`src/rtl/bpsk_link_pkg.sv`:
```
// Shared helpers for the BPSK/AWGN link: saturating signed add, popcount
// and the antipodal symbol levels of the default configuration.
package bpsk_link_pkg;

    localparam int MAX_W        = 64;
    localparam int DEF_SAMPLE_W = 25;
    localparam int DEF_AMP      = 2**23;

    localparam logic signed [DEF_SAMPLE_W-1:0] SYM_POS = DEF_SAMPLE_W'(DEF_AMP);
    localparam logic signed [DEF_SAMPLE_W-1:0] SYM_NEG = -SYM_POS;

    // Operands arrive sign-extended to MAX_W; the result is clamped to w bits.
    function automatic logic signed [MAX_W-1:0] sat_add(
        input logic signed [MAX_W-1:0] a,
        input logic signed [MAX_W-1:0] b,
        input int                      w
    );
        logic signed [MAX_W-1:0] s;
        logic signed [MAX_W-1:0] hi;
        logic signed [MAX_W-1:0] lo;
        s  = a + b;
        hi = (64'sd1 <<< (w - 1)) - 64'sd1;
        lo = -(64'sd1 <<< (w - 1));
        if (s > hi)
            sat_add = hi;
        else if (s < lo)
            sat_add = lo;
        else
            sat_add = s;
    endfunction

    function automatic int unsigned popcount(input logic [MAX_W-1:0] v);
        int unsigned c;
        c = 0;
        for (int i = 0; i < MAX_W; i++)
            c = c + 32'(v[i]);
        return c;
    endfunction

endpackage

```
`src/rtl/bpsk_lane.sv`:
```
// One BPSK lane: antipodal map, noise add with saturation, hard slice.
// All three stage registers advance together under the link's global enable.
module bpsk_lane
    import bpsk_link_pkg::*;
#(
    parameter int SAMPLE_W = 25,
    parameter int NOISE_W  = 24,
    parameter int AMP      = 2**23
) (
    input  logic               clk,
    input  logic               reset,
    input  logic               adv_i,
    input  logic               bit_i,
    input  logic [NOISE_W-1:0] noise_i,
    output logic               bit_o
);

    localparam logic signed [SAMPLE_W-1:0] LVL_POS = SAMPLE_W'(AMP);
    localparam logic signed [SAMPLE_W-1:0] LVL_NEG = -LVL_POS;

    logic signed [SAMPLE_W-1:0] sym_q, sym_d;
    logic signed [SAMPLE_W-1:0] sum_q, sum_d;
    logic signed [NOISE_W-1:0]  noise_q;
    logic                       bit_q, bit_d;

    always_comb begin
        sym_d = bit_i ? LVL_POS : LVL_NEG;
        sum_d = SAMPLE_W'(sat_add(MAX_W'(sym_q), MAX_W'(noise_q), SAMPLE_W));
        // a zero sum decides 1
        bit_d = !sum_q[SAMPLE_W-1];
    end

    always_ff @(posedge clk) begin
        if (reset) begin
            sym_q   <= '0;
            noise_q <= '0;
            sum_q   <= '0;
            bit_q   <= 1'b0;
        end else if (adv_i) begin
            sym_q   <= sym_d;
            noise_q <= noise_i;
            sum_q   <= sum_d;
            bit_q   <= bit_d;
        end
    end

    assign bit_o = bit_q;

endmodule

```
`src/rtl/bpsk_awgn_link.sv`:
```
// Three-stage BPSK tx/AWGN/rx link with valid/ready backpressure.
// Error statistics are built only when BPSK_LINK_STATS_EN is defined.
module bpsk_awgn_link
    import bpsk_link_pkg::*;
#(
    parameter int N_BITS   = 24,
    parameter int SAMPLE_W = 25,
    parameter int NOISE_W  = 24,
    parameter int AMP      = 2**23,
    parameter int CNT_W    = 32
) (
    input  logic                      clk,
    input  logic                      reset,
    input  logic                      in_valid,
    output logic                      in_ready,
    input  logic [N_BITS-1:0]         data_in,
    input  logic [N_BITS*NOISE_W-1:0] noise_in,
    output logic                      out_valid,
    input  logic                      out_ready,
    output logic [N_BITS-1:0]         data_out,
    output logic [N_BITS-1:0]         tx_ref,
    input  logic                      clr_stats,
    output logic [CNT_W-1:0]          bit_err_cnt,
    output logic [CNT_W-1:0]          word_err_cnt,
    output logic [CNT_W-1:0]          word_cnt
);

    if (AMP <= 0 || longint'(AMP) >= (longint'(1) << (SAMPLE_W - 1))) begin : g_bad_amp
        $error("bpsk_awgn_link: AMP must lie in (0, 2**(SAMPLE_W-1))");
    end
    if (N_BITS > MAX_W || SAMPLE_W >= MAX_W - 1 || NOISE_W >= MAX_W - 1) begin : g_bad_width
        $error("bpsk_awgn_link: widths exceed helper range");
    end
    if (SYM_POS + SYM_NEG != 0) begin : g_bad_levels
        $error("bpsk_awgn_link: default symbol levels are not antipodal");
    end

    logic              adv;
    logic [2:0]        vld_q, vld_d;
    logic [N_BITS-1:0] tx1_q, tx2_q, tx3_q;
    logic [N_BITS-1:0] rx_bits;

    // one enable for every stage: the pipeline moves only when stage 3 can empty
    assign adv      = !vld_q[2] || out_ready;
    assign in_ready = adv;

    always_comb begin
        vld_d = vld_q;
        if (adv)
            vld_d = {vld_q[1:0], in_valid};
    end

    always_ff @(posedge clk) begin
        if (reset) begin
            vld_q <= '0;
            tx1_q <= '0;
            tx2_q <= '0;
            tx3_q <= '0;
        end else begin
            vld_q <= vld_d;
            if (adv) begin
                tx1_q <= data_in;
                tx2_q <= tx1_q;
                tx3_q <= tx2_q;
            end
        end
    end

    for (genvar i = 0; i < N_BITS; i++) begin : g_lane
        bpsk_lane #(
            .SAMPLE_W (SAMPLE_W),
            .NOISE_W  (NOISE_W),
            .AMP      (AMP)
        ) u_lane (
            .clk     (clk),
            .reset   (reset),
            .adv_i   (adv),
            .bit_i   (data_in[i]),
            .noise_i (noise_in[i*NOISE_W +: NOISE_W]),
            .bit_o   (rx_bits[i])
        );
    end

    assign out_valid = vld_q[2];
    assign data_out  = rx_bits;
    assign tx_ref    = tx3_q;

`ifdef BPSK_LINK_STATS_EN
    localparam int PC_W  = $clog2(N_BITS + 1);
    localparam int ACC_W = ((CNT_W > PC_W) ? CNT_W : PC_W) + 1;
    localparam logic [ACC_W-1:0] CNT_MAX = ACC_W'({CNT_W{1'b1}});

    logic [PC_W-1:0]  pc_q, pc_d;
    logic             pc_vld_q, pc_vld_d;
    logic [CNT_W-1:0] bit_err_q, bit_err_d;
    logic [CNT_W-1:0] word_err_q, word_err_d;
    logic [CNT_W-1:0] word_q, word_d;
    logic [ACC_W-1:0] bit_sum, word_err_sum, word_sum;

    always_comb begin
        pc_d         = PC_W'(popcount(MAX_W'(data_out ^ tx_ref)));
        pc_vld_d     = out_valid && out_ready && !clr_stats;
        bit_sum      = ACC_W'(bit_err_q) + ACC_W'(pc_q);
        word_err_sum = ACC_W'(word_err_q) + ACC_W'(pc_q != '0);
        word_sum     = ACC_W'(word_q) + ACC_W'(1'b1);
        bit_err_d    = bit_err_q;
        word_err_d   = word_err_q;
        word_d       = word_q;
        // a clear also drops the word whose popcount is in flight
        if (clr_stats) begin
            bit_err_d  = '0;
            word_err_d = '0;
            word_d     = '0;
        end else if (pc_vld_q) begin
            bit_err_d  = (bit_sum > CNT_MAX) ? CNT_W'(CNT_MAX) : CNT_W'(bit_sum);
            word_err_d = (word_err_sum > CNT_MAX) ? CNT_W'(CNT_MAX) : CNT_W'(word_err_sum);
            word_d     = (word_sum > CNT_MAX) ? CNT_W'(CNT_MAX) : CNT_W'(word_sum);
        end
    end

    always_ff @(posedge clk) begin
        if (reset) begin
            pc_q       <= '0;
            pc_vld_q   <= 1'b0;
            bit_err_q  <= '0;
            word_err_q <= '0;
            word_q     <= '0;
        end else begin
            pc_q       <= pc_d;
            pc_vld_q   <= pc_vld_d;
            bit_err_q  <= bit_err_d;
            word_err_q <= word_err_d;
            word_q     <= word_d;
        end
    end

    assign bit_err_cnt  = bit_err_q;
    assign word_err_cnt = word_err_q;
    assign word_cnt     = word_q;
`else
    logic unused_clr;
    assign unused_clr   = clr_stats;
    assign bit_err_cnt  = '0;
    assign word_err_cnt = '0;
    assign word_cnt     = '0;
`endif

endmodule

```
`config.mk`:
```
export PLATFORM = sky130hd
export DESIGN_NAME = bpsk_awgn_link
export DESIGN_NICKNAME = d
export VERILOG_FILES = /design/src/rtl/bpsk_link_pkg.sv /design/src/rtl/bpsk_lane.sv /design/src/rtl/bpsk_awgn_link.sv
export SDC_FILE = /design/constraint.sdc
export NUM_CORES = 1
export LEC_CHECK = 0
export CORE_AREA = 2 2 290 292
export DETAILED_ROUTE_END_ITERATION = 7
export DIE_AREA = 0 0 292 294
export PLACE_DENSITY_LB_ADDON = 0.1
export SETUP_SLACK_MARGIN = 0.3
export SYNTH_ARGS = -nofsm -noshare
export SYNTH_HDL_FRONTEND = slang
export SYNTH_SLANG_ARGS = --single-unit
```
`constraint.sdc`:
```
create_clock -name clk -period 3.9 [get_ports clk]
set_input_delay 0.78 -clock clk [delete_from_list [all_inputs] [get_ports clk]]
set_output_delay 0.78 -clock clk [all_outputs]
set_load 0.005 [all_outputs]
```
* Word level (Yosys, flattened, before mapping) *
Index checks and enable logic that the tools add are counted.

storage, ports and cells
  flip-flop bits (word level) = 1875
  latch bits = 0
  memory bits (writable) = 0
  memory bits (read-only) = 0
  input bits = 605
  output and inout port bits = 146
  logic and storage cells = 270
  memories = 0

cells by class
  add/subtract/negate cells = 24
  $mul = 0
  divide/modulo/power cells = 0
  order comparisons = 48
  equal/unequal tests = 0
  shift operators = 0
  multiplexer cells = 72
  bitwise operators = 0
  reduce and logical (&&, ||, !) cells = 26

operator list
  kind                                                                                number
  25-bit two-way mux                                                                  72
  25-bit by 24-bit adder with 26-bit output                                           24
  26-bit by 25-bit greater-than comparator with 1-bit output (second input constant)  24
  26-bit by 25-bit less-than comparator with 1-bit output (second input constant)     24
  1-bit logical NOT                                                                   25
  1-bit logical OR                                                                    1

* Longest topological paths before layout *
  depth in word-level cells = 4
  gate-level depth with buffers = 7
  gate-level depth less buffers = 3

* Cells and area by module *
A second synthesis with hierarchy kept.

unflattened totals
  cells, all modules = 948
  area, all modules = 10306.1 um^2

by module, submodules not included
  module                            instances  cells an instance  area each (um^2)
  bpsk_lane (g_lane[0].u_lane ...)  23         24                 271.5
  bpsk_awgn_link                    1          372                3794.9
  bpsk_lane (g_lane[8].u_lane)      1          24                 266.5

* Least setup slack after synthesis *
OpenSTA, ideal clock, no wires.

  kind = input port to output port
  from = input port out_ready
  to = output port in_ready
  arrival = 1.446 ns
  data required time = 3.120 ns
  path slack = 1.674 ns
  stages = 6
  path buffers = 4
  cell sequence = buf_2 -> nor2b_4 -> buf_6 -> buf_6 -> inv_2 -> buf_4

between the ends
  cells in the longest elaborated chain, start to end = 1

RTL lines
  element           line                  RTL
  start, declared   bpsk_awgn_link.sv:19  input logic out_ready,
  1-bit logical OR  bpsk_awgn_link.sv:44  assign adv = !vld_q[2] || out_ready;
  end, declared     bpsk_awgn_link.sv:15  output logic in_ready,

No other way between the ends.

* Worst setup path after layout *
  from = register vld_q[2]
  to = output port in_ready

between the ends
  cells in the longest elaborated chain, start to end = 2

RTL lines
  element                 line                  RTL
  start, declared         bpsk_awgn_link.sv:39  logic [2:0] vld_q, vld_d;
  start signal, assigned  bpsk_awgn_link.sv:60  vld_q <= vld_d;
  1-bit logical NOT       bpsk_awgn_link.sv:44
  1-bit logical OR        bpsk_awgn_link.sv:44

No other way between the ends.

==> impl_metrics.json <==
{
  "run_status": "finished, final reports clean",
  "drive_gt1_frac": 0.05333,
  "nets": 1540,
  "cp_slowest_cell": "dfxtp_4",
  "vias": 5667,
  "dieWidth_um": 292,
  "stdcell_area_sq_um": 11050,
  "dr.pass1.iters": 4,
  "critPathKind": "reg -> out",
  "hold_buffers": 0,
  "synth_cell_type_count": 23,
  "period_minus_slack_ps": 2703,
  "power_density_nw_per_um2": 381.4,
  "netlist_instances": 900,
  "synth-edff-count": 0,
  "ys_ff_latch": 172,
  "hold_viol": 0,
  "min_path_type": "reg -> reg",
  "diodes": 0,
  "ctsResizeCount": 0,
  "first_global_vias": 5697,
  "max_slew_margin": 0.3519,
  "drc": 0,
  "syn_area_sq_um": 9066,
  "yosysTopAreaCellShare": 0.3798,
  "path_delay_family": "flip-flops",
  "fmax_mhz": 369.9,
  "cts_tree": "built",
  "vias_per_cell": 2.862,
  "hpwl_mm": 18.22,
  "end_kind": "output pin",
  "cts_buffers": 17,
  "vdd_drop_max_mv": 0.2332,
  "cp.arrival_ps": 1920,
  "cts_htree_levels": 4,
  "max_stage_delay_ps": 620,
  "required_ps": 3120,
  "n_fill_cell": 9292,
  "grt_remaining_overflow": 0,
  "drv_slew": 0,
  "start_util": 0.1094,
  "cts_post_setup_buffers_inserted": 0,
  "final_antenna_net_count": 0,
  "setup_violations": 0,
  "clock_skew_ps": 15.79,
  "worst_pin_slew_ps": 972.2,
  "yosys_warnings": 0,
  "dp.cells": 1948,
  "routed_wl_mm": 30.01,
  "r2r_setup_slack_ps": 1990,
  "row_count": 106,
  "syn_to_final_growth_pct": 21.92,
  "ys.flop_type": "dfxtp_1",
  "clock-sinks": 172,
  "syn_area_per_cell_sq_um": 10.07,
  "placed_area_sq_um": 10460,
  "cp_max_fo": 24,
  "path_buf_inv": 2,
  "die_area_sq_um": 85850,
  "ioPinCount": 751,
  "antenna_found_initial": 2,
  "yosysSeqAreaShare": 0.3798,
  "clkTransAtPathRegs_ps": 80,
  "cts_root_buf": "clkbuf_16",
  "yosys.area.top_type": "dfxtp_1",
  "fin_crit_sh": 0.6932,
  "drt-wirelength-per-cell_um": 15.16,
  "synth_area_leaders": "dfxtp_1 (38%), buf_4 (10%), nand4bb_1 (7.5%)",
  "power.leakage_nw": 3.891,
  "first_iter_violations": 198,
  "io_buffers": 101,
  "async_flop_share": 0,
  "track_usage": 0.07112,
  "crit_path_start_kind": "register",
  "grt_max_degree": 123,
  "gp_congestion": 0.6072,
  "coreArea_sq_um": 82890,
  "cap_violations": 0,
  "cts_buffer_depth": 2,
  "rsz0062_at_grt": "no",
  "grt_pass1_wl_mm": 43.35,
  "clkLatencyLatePin_ps": 490,
  "stdcell_count": 1980,
  "die_h_um": 294,
  "fin_setup_tns_ps": 0,
  "path_cells": "nor2b_4, inv_2, clkdlybuf4s50_1"
}
-- worst min-delay path: cells and delay by family (launching register included) --
family,cells,cell delay [ps]
compound gates,1,50
flops,1,320
buf+inv,1,50
-- synth_stat cells (10+ instances only) --
library cell,n
a211oi_1,26
buf_2,21
buf_4,124
buf_6,10
clkbuf_1,77
dfxtp_1,172
fa_1,24
ha_1,24
inv_1,50
mux2i_1,49
nand2b_1,98
nand4bb_1,60
nor3b_1,26
o21ai_0,49
o31ai_1,43
or4bb_1,35
-- worst paths after layout --
kind | start | end | cells past startpoint
worst max-delay path | vld_q[2] | in_ready | 3
worst min register to register | vld_q[1] | vld_q[2] | 2
worst min-delay path | vld_q[1] | vld_q[2] | 2
worst max register to register | vld_q[2] | g_lane[12].u_lane.noise_q[23] | 3
-- sequential cells by signal (all words and copies together) (netlist names) --
name                   count
g_lane.u_lane.sym_q       25
tx_ref                    24
vld_q                      3
g_lane.u_lane.sum_q       24
tx2_q                     24
tx1_q                     24
g_lane.u_lane.bit_o       24
g_lane.u_lane.noise_q     24
-- logic make-up (layout without fill, tap and decap cells) --
logic type,Yosys count,after routing,synth area share
DFF,172,172,0.3798
other,1,96,0.0004136
and+or+nand+nor,220,220,0.2087
buffers and inverters,287,192,0.1815
adders and majority gates,48,48,0.08612
muxes,49,49,0.05410
AOI/OAI and AO/OA,123,123,0.08943
-- per-stage QoR --
| step | hold slack (ps) | power (mW) | utilization | setup WS, ps |
|---|---|---|---|---|
| global placement | 427.8 | 2.461 | 0.1261 | 1362 |
| CTS | 442.0 | 4.383 | 0.1333 | 1029 |
| global route | 458.7 | 4.475 | 0.1333 | 1035 |
| floorplan | 418.9 | 2.321 | - | 1674 |
| detailed placement | 427.1 | 2.459 | 0.1261 | 1365 |
| finish | 440.3 | 4.215 | 0.1333 | 1197 |
-- per-layer routing --
layer | track usage | wire, um
met5 | 0 | 12
met4 | 0.02426 | 523
met3 | 0.01805 | 851
met2 | 0.1074 | 13620
met1 | 0.09763 | 15000
-- final cells by class --
cell class / count / area [sq um] / share of cell area
clock buffers: 17 / 425.4 / 0.03849
clock inverters: 15 / 171.4 / 0.01551
inverters: 51 / 191.4 / 0.01732
multi-input cells: 536 / 4334 / 0.3921
flip-flops and latches: 172 / 3447 / 0.3119
well taps: 1080 / 1351 / 0.1223
repair buffers: 109 / 1132 / 0.1024
-- placed cells by master (no fill, tap or decap), drive strengths merged --
cell type / count
a211oi: 26
conb: 96
buf: 10
mux2i: 49
or4bb: 35
nor2b: 1
nor3b: 26
nand4bb: 60
nand2b: 98
o31ai: 46
clkinvlp: 3
clkinv: 6
dfxtp: 172
fa: 24
clkdlybuf4s50: 99
a21oi: 2
ha: 24
inv: 57
clkbuf: 17
o21ai: 49
-- where the power goes --
| group | internal [mW] | switching [mW] | total [mW] | leakage (nW) |
|---|---|---|---|---|
| Clock | 0.861 | 0.956 | 1.82 | 0.280 |
| Sequential | 1.86 | 0.0634 | 1.93 | 1.43 |
| Combinational | 0.224 | 0.246 | 0.470 | 2.18 |
| Total | 2.95 | 1.27 | 4.22 | 3.89 |
No activity file was read; power rests on OpenSTA's default activity.
